[config.mk]
export PLATFORM = sky130hd
export DESIGN_NAME = uart_rx_framer
export DESIGN_NICKNAME = d
export VERILOG_FILES = /design/src/rtl/uart_rx_framer.sv
export SDC_FILE = /design/constraint.sdc
export NUM_CORES = 1
export LEC_CHECK = 0
export BUFFER_PORTS_ARGS = -buffer_cell sky130_fd_sc_hd__clkbuf_2
export CAP_MARGIN = 20
export CORE_UTILIZATION = 55
export CTS_CLUSTER_DIAMETER = 80
export CTS_CLUSTER_SIZE = 20
export DETAILED_ROUTE_END_ITERATION = 10
export PLACE_DENSITY = 0.73
export REMOVE_ABC_BUFFERS = 1
export SLEW_MARGIN = 5
export SYNTH_ARGS = -nofsm -noshare
export SYNTH_HDL_FRONTEND = slang
export SYNTH_SLANG_ARGS = --single-unit
[constraint.sdc]
create_clock -name Clk -period 9.2 [get_ports Clk]
set_clock_uncertainty 0.15 [all_clocks]
set_input_delay 1.38 -clock Clk [delete_from_list [all_inputs] [get_ports Clk]]
set_output_delay 1.38 -clock Clk [all_outputs]
set_load 0.03 [all_outputs]
[src/rtl/uart_rx_framer.sv]
// rtl/uart_rx_framer.sv - UART receive framer (start, MSB-first data, even parity, stop) with FWFT receive FIFO.
// Optional build macro RX_ERROR_STORE_EN: parity/frame-errored (non-break) frames are also stored.
module uart_rx_framer #(
    parameter int DATA_BITS  = 8,
    parameter int STOP_BITS  = 1,
    parameter int FIFO_DEPTH = 8
) (
    input  logic                 Clk,
    input  logic                 Rst,
    input  logic                 Rx,
    input  logic                 Read,
    output logic [DATA_BITS-1:0] Rx_Data,
    output logic                 Rx_Empty,
    output logic                 Rx_Full,
    output logic                 Rx_Busy,
    output logic [2:0]           Rx_Error,
    output logic                 Rx_Overflow
);

    localparam int AW   = $clog2(FIFO_DEPTH);
    localparam int CMAX = (DATA_BITS > STOP_BITS) ? DATA_BITS : STOP_BITS;
    localparam int CW   = $clog2(CMAX + 1);

    typedef enum logic [2:0] {
        IDLE,
        DATA,
        PARITY,
        STOP,
        BRK_WAIT
    } state_t;

    state_t               state, state_nxt;
    logic [CW-1:0]        cnt, cnt_nxt;
    logic                 commit;
    logic [DATA_BITS-1:0] shreg;
    logic                 par_bit;
    logic                 all_zero;
    logic                 stop_bad;
    logic                 brk_now, par_now, frm_now;
    logic                 good, store_req, push, pop;
    logic [AW:0]          wptr, rptr;
    logic [DATA_BITS-1:0] mem [FIFO_DEPTH];

    // Error flags are evaluated against the last stop bit currently on the line.
    assign brk_now = all_zero & ~Rx;
    assign par_now = (par_bit != ^shreg) & ~brk_now;
    assign frm_now = (stop_bad | ~Rx) & ~brk_now;

    always_ff @(posedge Clk) begin
        if (Rst) begin
            state <= IDLE;
            cnt   <= '0;
        end else begin
            state <= state_nxt;
            cnt   <= cnt_nxt;
        end
    end

    always_comb begin
        state_nxt = state;
        cnt_nxt   = cnt;
        commit    = 1'b0;
        case (state)
            IDLE: begin
                if (!Rx) begin
                    state_nxt = DATA;
                    cnt_nxt   = CW'(DATA_BITS - 1);
                end
            end
            DATA: begin
                if (cnt == '0) state_nxt = PARITY;
                else           cnt_nxt   = cnt - 1'b1;
            end
            PARITY: begin
                state_nxt = STOP;
                cnt_nxt   = CW'(STOP_BITS - 1);
            end
            STOP: begin
                if (cnt == '0) begin
                    commit    = 1'b1;
                    state_nxt = brk_now ? BRK_WAIT : IDLE;
                end else begin
                    cnt_nxt = cnt - 1'b1;
                end
            end
            BRK_WAIT: begin
                if (Rx) state_nxt = IDLE;
            end
            default: state_nxt = IDLE;
        endcase
    end

    always_ff @(posedge Clk) begin
        if (Rst) begin
            shreg    <= '0;
            par_bit  <= 1'b0;
            all_zero <= 1'b0;
            stop_bad <= 1'b0;
            Rx_Error <= 3'b000;
        end else begin
            case (state)
                IDLE: begin
                    all_zero <= 1'b1;
                    stop_bad <= 1'b0;
                end
                DATA: begin
                    shreg    <= {shreg[DATA_BITS-2:0], Rx};
                    all_zero <= all_zero & ~Rx;
                end
                PARITY: begin
                    par_bit  <= Rx;
                    all_zero <= all_zero & ~Rx;
                end
                STOP: begin
                    all_zero <= all_zero & ~Rx;
                    if (!Rx) stop_bad <= 1'b1;
                end
                default: ;
            endcase
            if (commit) Rx_Error <= {frm_now, par_now, brk_now};
        end
    end

    assign good = commit & ~brk_now & ~par_now & ~frm_now;
`ifdef RX_ERROR_STORE_EN
    assign store_req = commit & ~brk_now;
`else
    assign store_req = good;
`endif

    // A pop on the same edge frees the slot the incoming frame needs.
    assign pop  = Read & ~Rx_Empty;
    assign push = store_req & (~Rx_Full | pop);

    always_ff @(posedge Clk) begin
        if (Rst) begin
            wptr        <= '0;
            rptr        <= '0;
            Rx_Overflow <= 1'b0;
        end else begin
            if (push) wptr <= wptr + 1'b1;
            if (pop)  rptr <= rptr + 1'b1;
            if (good && Rx_Full && !pop) Rx_Overflow <= 1'b1;
        end
    end

    always_ff @(posedge Clk) begin
        if (push) mem[wptr[AW-1:0]] <= shreg;
    end

    assign Rx_Empty = (wptr == rptr);
    assign Rx_Full  = (wptr[AW] != rptr[AW]) && (wptr[AW-1:0] == rptr[AW-1:0]);
    assign Rx_Data  = Rx_Empty ? '0 : mem[rptr[AW-1:0]];
    assign Rx_Busy  = (state != IDLE);

endmodule

### Word level (Yosys, flattened, before mapping)

Memory sizes are Yosys's and may differ from the RTL's. A register that Yosys moved wholly into a read port is not among the register bits.
Cells that the tools add are included.

* flip-flop bits (word level): 30
* latch bits: 0
* RAM bits: 64
* bits in read-only memories: 0
* input bits: 4
* output and inout bits: 15
* logic and storage cells: 79
* memories kept: 1

* add/sub/neg operators: 3
* $mul: 0
* divide/modulo/power cells: 0
* order comparisons: 0
* eq/ne operators: 14
* shift operators: 0
* muxes and demuxes: 19
* bitwise gates (word level): 16
* reductions and logical operators: 16

Memories
* mem: words 8, bits a word 8, rd ports 1, clocked after Yosys merged registers in 1, write ports 1, line 42 `logic [DATA_BITS-1:0] mem [FIFO_DEPTH];`

Operators with widths (count)
* $mux W3: 7
* $pmux W3 S5: 1
* $ne A2 B2 Y1 const B: 6
* $pmux W4 S3: 1
* $add A4 B1 Y4 const B: 2
* $and A1 B1 Y1: 8
* $mux W4: 2
* $mux W8: 1
* $reduce_xor A8 Y1: 1
* $eq A3 B2 Y1 const B: 2
* $not A1 Y1: 6
* $reduce_bool A3 Y1: 2
* $mux W1: 5
* $eq A4 B4 Y1: 1
* $logic_not A4 Y1: 1
* $pmux W1 S2: 2
* $reduce_and A4 Y1: 1
* $reduce_bool A2 Y1: 2
* $sub A4 B1 Y4 const B: 1
* $eq A3 B1 Y1 const B: 1
* $eq A3 B3 Y1: 1
* $eq A3 B3 Y1 const B: 1
* $logic_and A1 B1 Y1: 3
* $logic_not A3 Y1: 1
* 7 further kinds: 9

### Depth between registers and ports, before layout

* depth in word-level cells: 10
* gate-level depth with buffers: 7
* depth with buffers taken out: 7

### Least setup slack after synthesis

OpenSTA, ideal clock, no wires.

* path type: input port to flip-flop
* start: in Rx
* end: mem mem[4][0], enable pin
* setup time: 395 ps
* arrival: 3242 ps
* required time: 8655 ps
* setup slack: 5413 ps
* stages on the path: 7
* path buffers: 2
* path through: buf_2 -> nor2b_1 -> nand3b_1 -> a211o_1 -> nand2b_1 -> buf_2 -> nor4_1

* word-level cells in the longest chain between the ends: 10
* elaborated cells on any way between the ends: 14
* those cells by class: mux (2); bitwise (12)

Ends and longest elaborated chain
* start, declared: line 10 `input logic Rx,`
* $not A1 Y1 *: line 45, 47
* $and A1 B1 Y1: line 45 `assign brk_now = all_zero & ~Rx;`
* $not A1 Y1: line 46, 47, 124
* $and A1 B1 Y1: line 46 `assign par_now = (par_bit != ^shreg) & ~brk_now;`
* $not A1 Y1: line 124 `assign good = commit & ~brk_now & ~par_now & ~frm_now;`
* $and A1 B1 Y1: line 124
* $and A1 B1 Y1 *: line 124
* $and A1 B1 Y1 *: line 133 `assign push = store_req & (~Rx_Full | pop);`
* $mux W1 *: line 148 `if (push) mem[wptr[AW-1:0]] <= shreg;`
* $mux W1 (implied by the code) *: line 148
* end, declared: line 42

Mark *: on every way between the ends. The rest lies on a longest branch, timed or not.

==> results.yml <==
outcome:
  outcome: "completed"
die:
  ios: 19
  die_h_um: 87.6
  rows: 30
  dieWidth_um: 87.6
  start_util: 0.581
  dieArea_um2: 7680
  core_area_um2: 6940
logic_synthesis:
  ys_types: 38
  netlist_area_um2: 4030
  synth-seq-cells: 97
  synth_compound_area_frac: 0.0366
  synthAdderAreaFrac: 0.0124
  postSynthAreaPerCell_um2: 14.3
  syn_inst: 281
  synth_top_family_by_area: "multiplexers"
  synth_mux_area_frac: 0.137
  ys_seq_area_frac: 0.641
  synth_xor_area_frac: 0.0425
  synth_warnings: 0
  synth_simple_gate_area_frac: 0.106
setup_path:
  crit_fanout: 11
  r2r_cells: 6
  rrSetupSlack_ps: 5980
  required_ps: 7670
  regToRegEndpoint: "mem[1][4]$_DFFE_PP_"
  start_kind: "flip-flop"
  crit_path_end: "Rx_Data[1]"
  criticalPathCategory: "flip-flop to output port"
  worstSetupEndpointType: "output port"
  crit_arrival_ps: 2110
  r2r_start: "cnt[0]$_SDFFE_PP0P_"
power:
  peakVddDrop_uv: 111
  switching_share: 0.226
  p_sw_uw: 191
  power.density_nw_per_um2: 189
  clkPwrFrac: 0.331
  p_int_uw: 653
  comb_power_share: 0.094
  power_frac_seq: 0.575
  leakagePower_uw: 0.00154
drt:
  routed_via_density: 5.55
  drt-wirelength-per-cell_um: 16.3
  drc: 0
  wirelength_um: 6540
  drt_first_iter_violations: 163
  drtAntennaViolNets: 0
  dr.pass1.iters: 4
  num_vias: 2226
finish:
  final_nets: 308
  stdcell_area_um2: 4470
  final_common_cell: "edfxtp_1"
  layout-drive-gt1-share: 0.207
  antennaDiodeCount: 0
  final_cell_mix: "edfxtp_1, dfxtp_1, nor2_1"
  layout-area-overhead-vs-synth_pct: 10.8
cts:
  h-tree-depth: 3
  postCtsSetupRepairBufs: 0
  cts_tree: "yes"
  cts_root_buf: "clkbuf_8"
  cts_resized: 0
  cts.sinks: 97
  ctsHoldBuffers: 0
  cts.clk_slew.worst_paths_ps: 90
  cts_buffers: 9
  cts_buffer_depth: 2
  insertion_delay_ps: 350
grt:
  grt_pass1_wl_um: 10600
  antenna_found_initial: 0
  grt_pass1_vias: 2101
  overflow: 0
  grt_max_degree: 32
  track_usage: 0.191
sta:
  min_period_over_period: 0.395
  slew_headroom: 0.355
  drv_slew: 0
  rsz0062_at_grt: "false"
  finalHoldViolCount: 0
  max_freq_ghz: 0.275
  timing.final.crit_period_ps: 3640
  tns_ps: 0
  worstMarginPinSlew_ps: 965
  setup_viol: 0
placement:
  place_area_um2: 4210
  gp_congestion: 0.719
  port_buffers: 18
  hpwlAfterDp_um: 4510
job:
  maxCapViolations: 0
hold_path:
  worstHoldPathType: "flip-flop to flip-flop"
registers in the layout, indices dropped and copies added (netlist names), named ones only:
name,cells
stop_bad,1
rptr,4
wptr,4
Rx_Overflow,1
cnt,4
mem,64
Rx_Error,3
shreg,8
state,3
all_zero,1
par_bit,1
synthesized netlist by cell type, drive strengths merged:
| cell type | number | share of area |
|---|---|---|
| edfxtp | 64 | 0.48 |
| dfxtp | 33 | 0.16 |
| nor2 | 32 | 0.030 |
| mux2i | 19 | 0.047 |
| mux4 | 16 | 0.089 |
| a21oi | 11 | 0.014 |
| clkbuf | 11 | 0.010 |
| inv | 8 | 0.0074 |
| xnor2 | 8 | 0.017 |
| xor2 | 8 | 0.019 |
| buf | 7 | 0.0081 |
| nand2 | 6 | 0.0056 |
| nor3 | 6 | 0.0074 |
| nor4 | 6 | 0.0093 |
| nand2b | 5 | 0.0078 |
| ha | 4 | 0.012 |
| o21ai | 4 | 0.0050 |
| or3 | 4 | 0.0065 |
| nand3 | 3 | 0.0037 |
| nand3b | 3 | 0.0056 |
| nor4b | 3 | 0.0096 |
| a211o | 2 | 0.0043 |
| a211oi | 2 | 0.0037 |
| a311oi | 2 | 0.0043 |
| nor2b | 2 | 0.0031 |
| nor3b | 2 | 0.0037 |
| o31ai | 2 | 0.0037 |
| or4 | 2 | 0.0037 |
| a22oi | 1 | 0.0019 |
| and4bb | 1 | 0.0031 |
| nand4 | 1 | 0.0016 |
| or3b | 1 | 0.0022 |
| or4bb | 1 | 0.0028 |
| xnor3 | 1 | 0.0059 |
metal layers:
metal | vias to the layer above | wire, um | GRT usage
met5 | - | 0 | 0
met4 | 0 | 75 | 0.0715
met3 | 8 | 190 | 0.0452
met2 | 33 | 3130 | 0.300
met1 | 1099 | 3150 | 0.262
li1 | 1086 | - | -
cell type report:
cell class	instances	area, um^2
Fill cell	508	2480
Inverter	8	30.0
Clock inverter	1	5.00
Tap cell	96	120
Clock buffer	15	209
Timing Repair Buffer	26	168
Multi-Input combinational cell	158	1350
Sequential cell	97	2580
power by group through the flow:
| stage | sequential, uW | combinational [uW] | clock, uW |
|---|---|---|---|
| 2_1_floorplan | 491 | 61.8 | 0 |
| 3_3_place_gp | 495 | 77.2 | 0 |
| 3_5_place_dp | 496 | 79.4 | 0 |
| 4_1_cts | 486 | 79.7 | 285 |
| 5_1_grt | 487 | 89.4 | 302 |
| 6_report | 485 | 79.7 | 279 |
logic make-up (layout without fill, tap and decap cells):
logic type,Yosys count,after routing
and+or+nand+nor,78,78
xor gates and xnor gates,17,17
adders and majority gates,4,4
muxes,35,35
DFF,97,97
AOI/OAI and AO/OA,24,24
buffers and inverters,26,50
critical path, cell delays in order (launching register included):
cell      delay [ps]
dfxtp_1          620
buf_16           210
mux4_2           530
mux2i_1          150
nor2_1            60
clkbuf_2         180
worst min path at each step:
stage / start / to / depth (start not counted)
2_1_floorplan: all_zero$_SDFFE_PP0P_ / all_zero$_SDFFE_PP0P_ / 2
3_3_place_gp: Rx_Overflow$_SDFFE_PP0P_ / Rx_Overflow$_SDFFE_PP0P_ / 2
3_5_place_dp: Rx_Overflow$_SDFFE_PP0P_ / Rx_Overflow$_SDFFE_PP0P_ / 2
4_1_cts: Rx_Overflow$_SDFFE_PP0P_ / Rx_Overflow$_SDFFE_PP0P_ / 2
5_1_grt: Rx_Overflow$_SDFFE_PP0P_ / Rx_Overflow$_SDFFE_PP0P_ / 2
6_report: Rx_Overflow$_SDFFE_PP0P_ / Rx_Overflow$_SDFFE_PP0P_ / 2
per-stage QoR:
stage	cells	utilization	setup WS (ps)	power [uW]	hold slack (ps)
final	401	0.643	5560	844	300
after global routing	401	0.643	5420	879	319
after CTS	398	0.637	5130	851	303
after detailed placement	382	0.606	5200	575	289
after global placement	382	0.606	5360	572	285
after floorplan	263	-	4670	553	289
No activity file was read; power rests on OpenSTA's default activity.
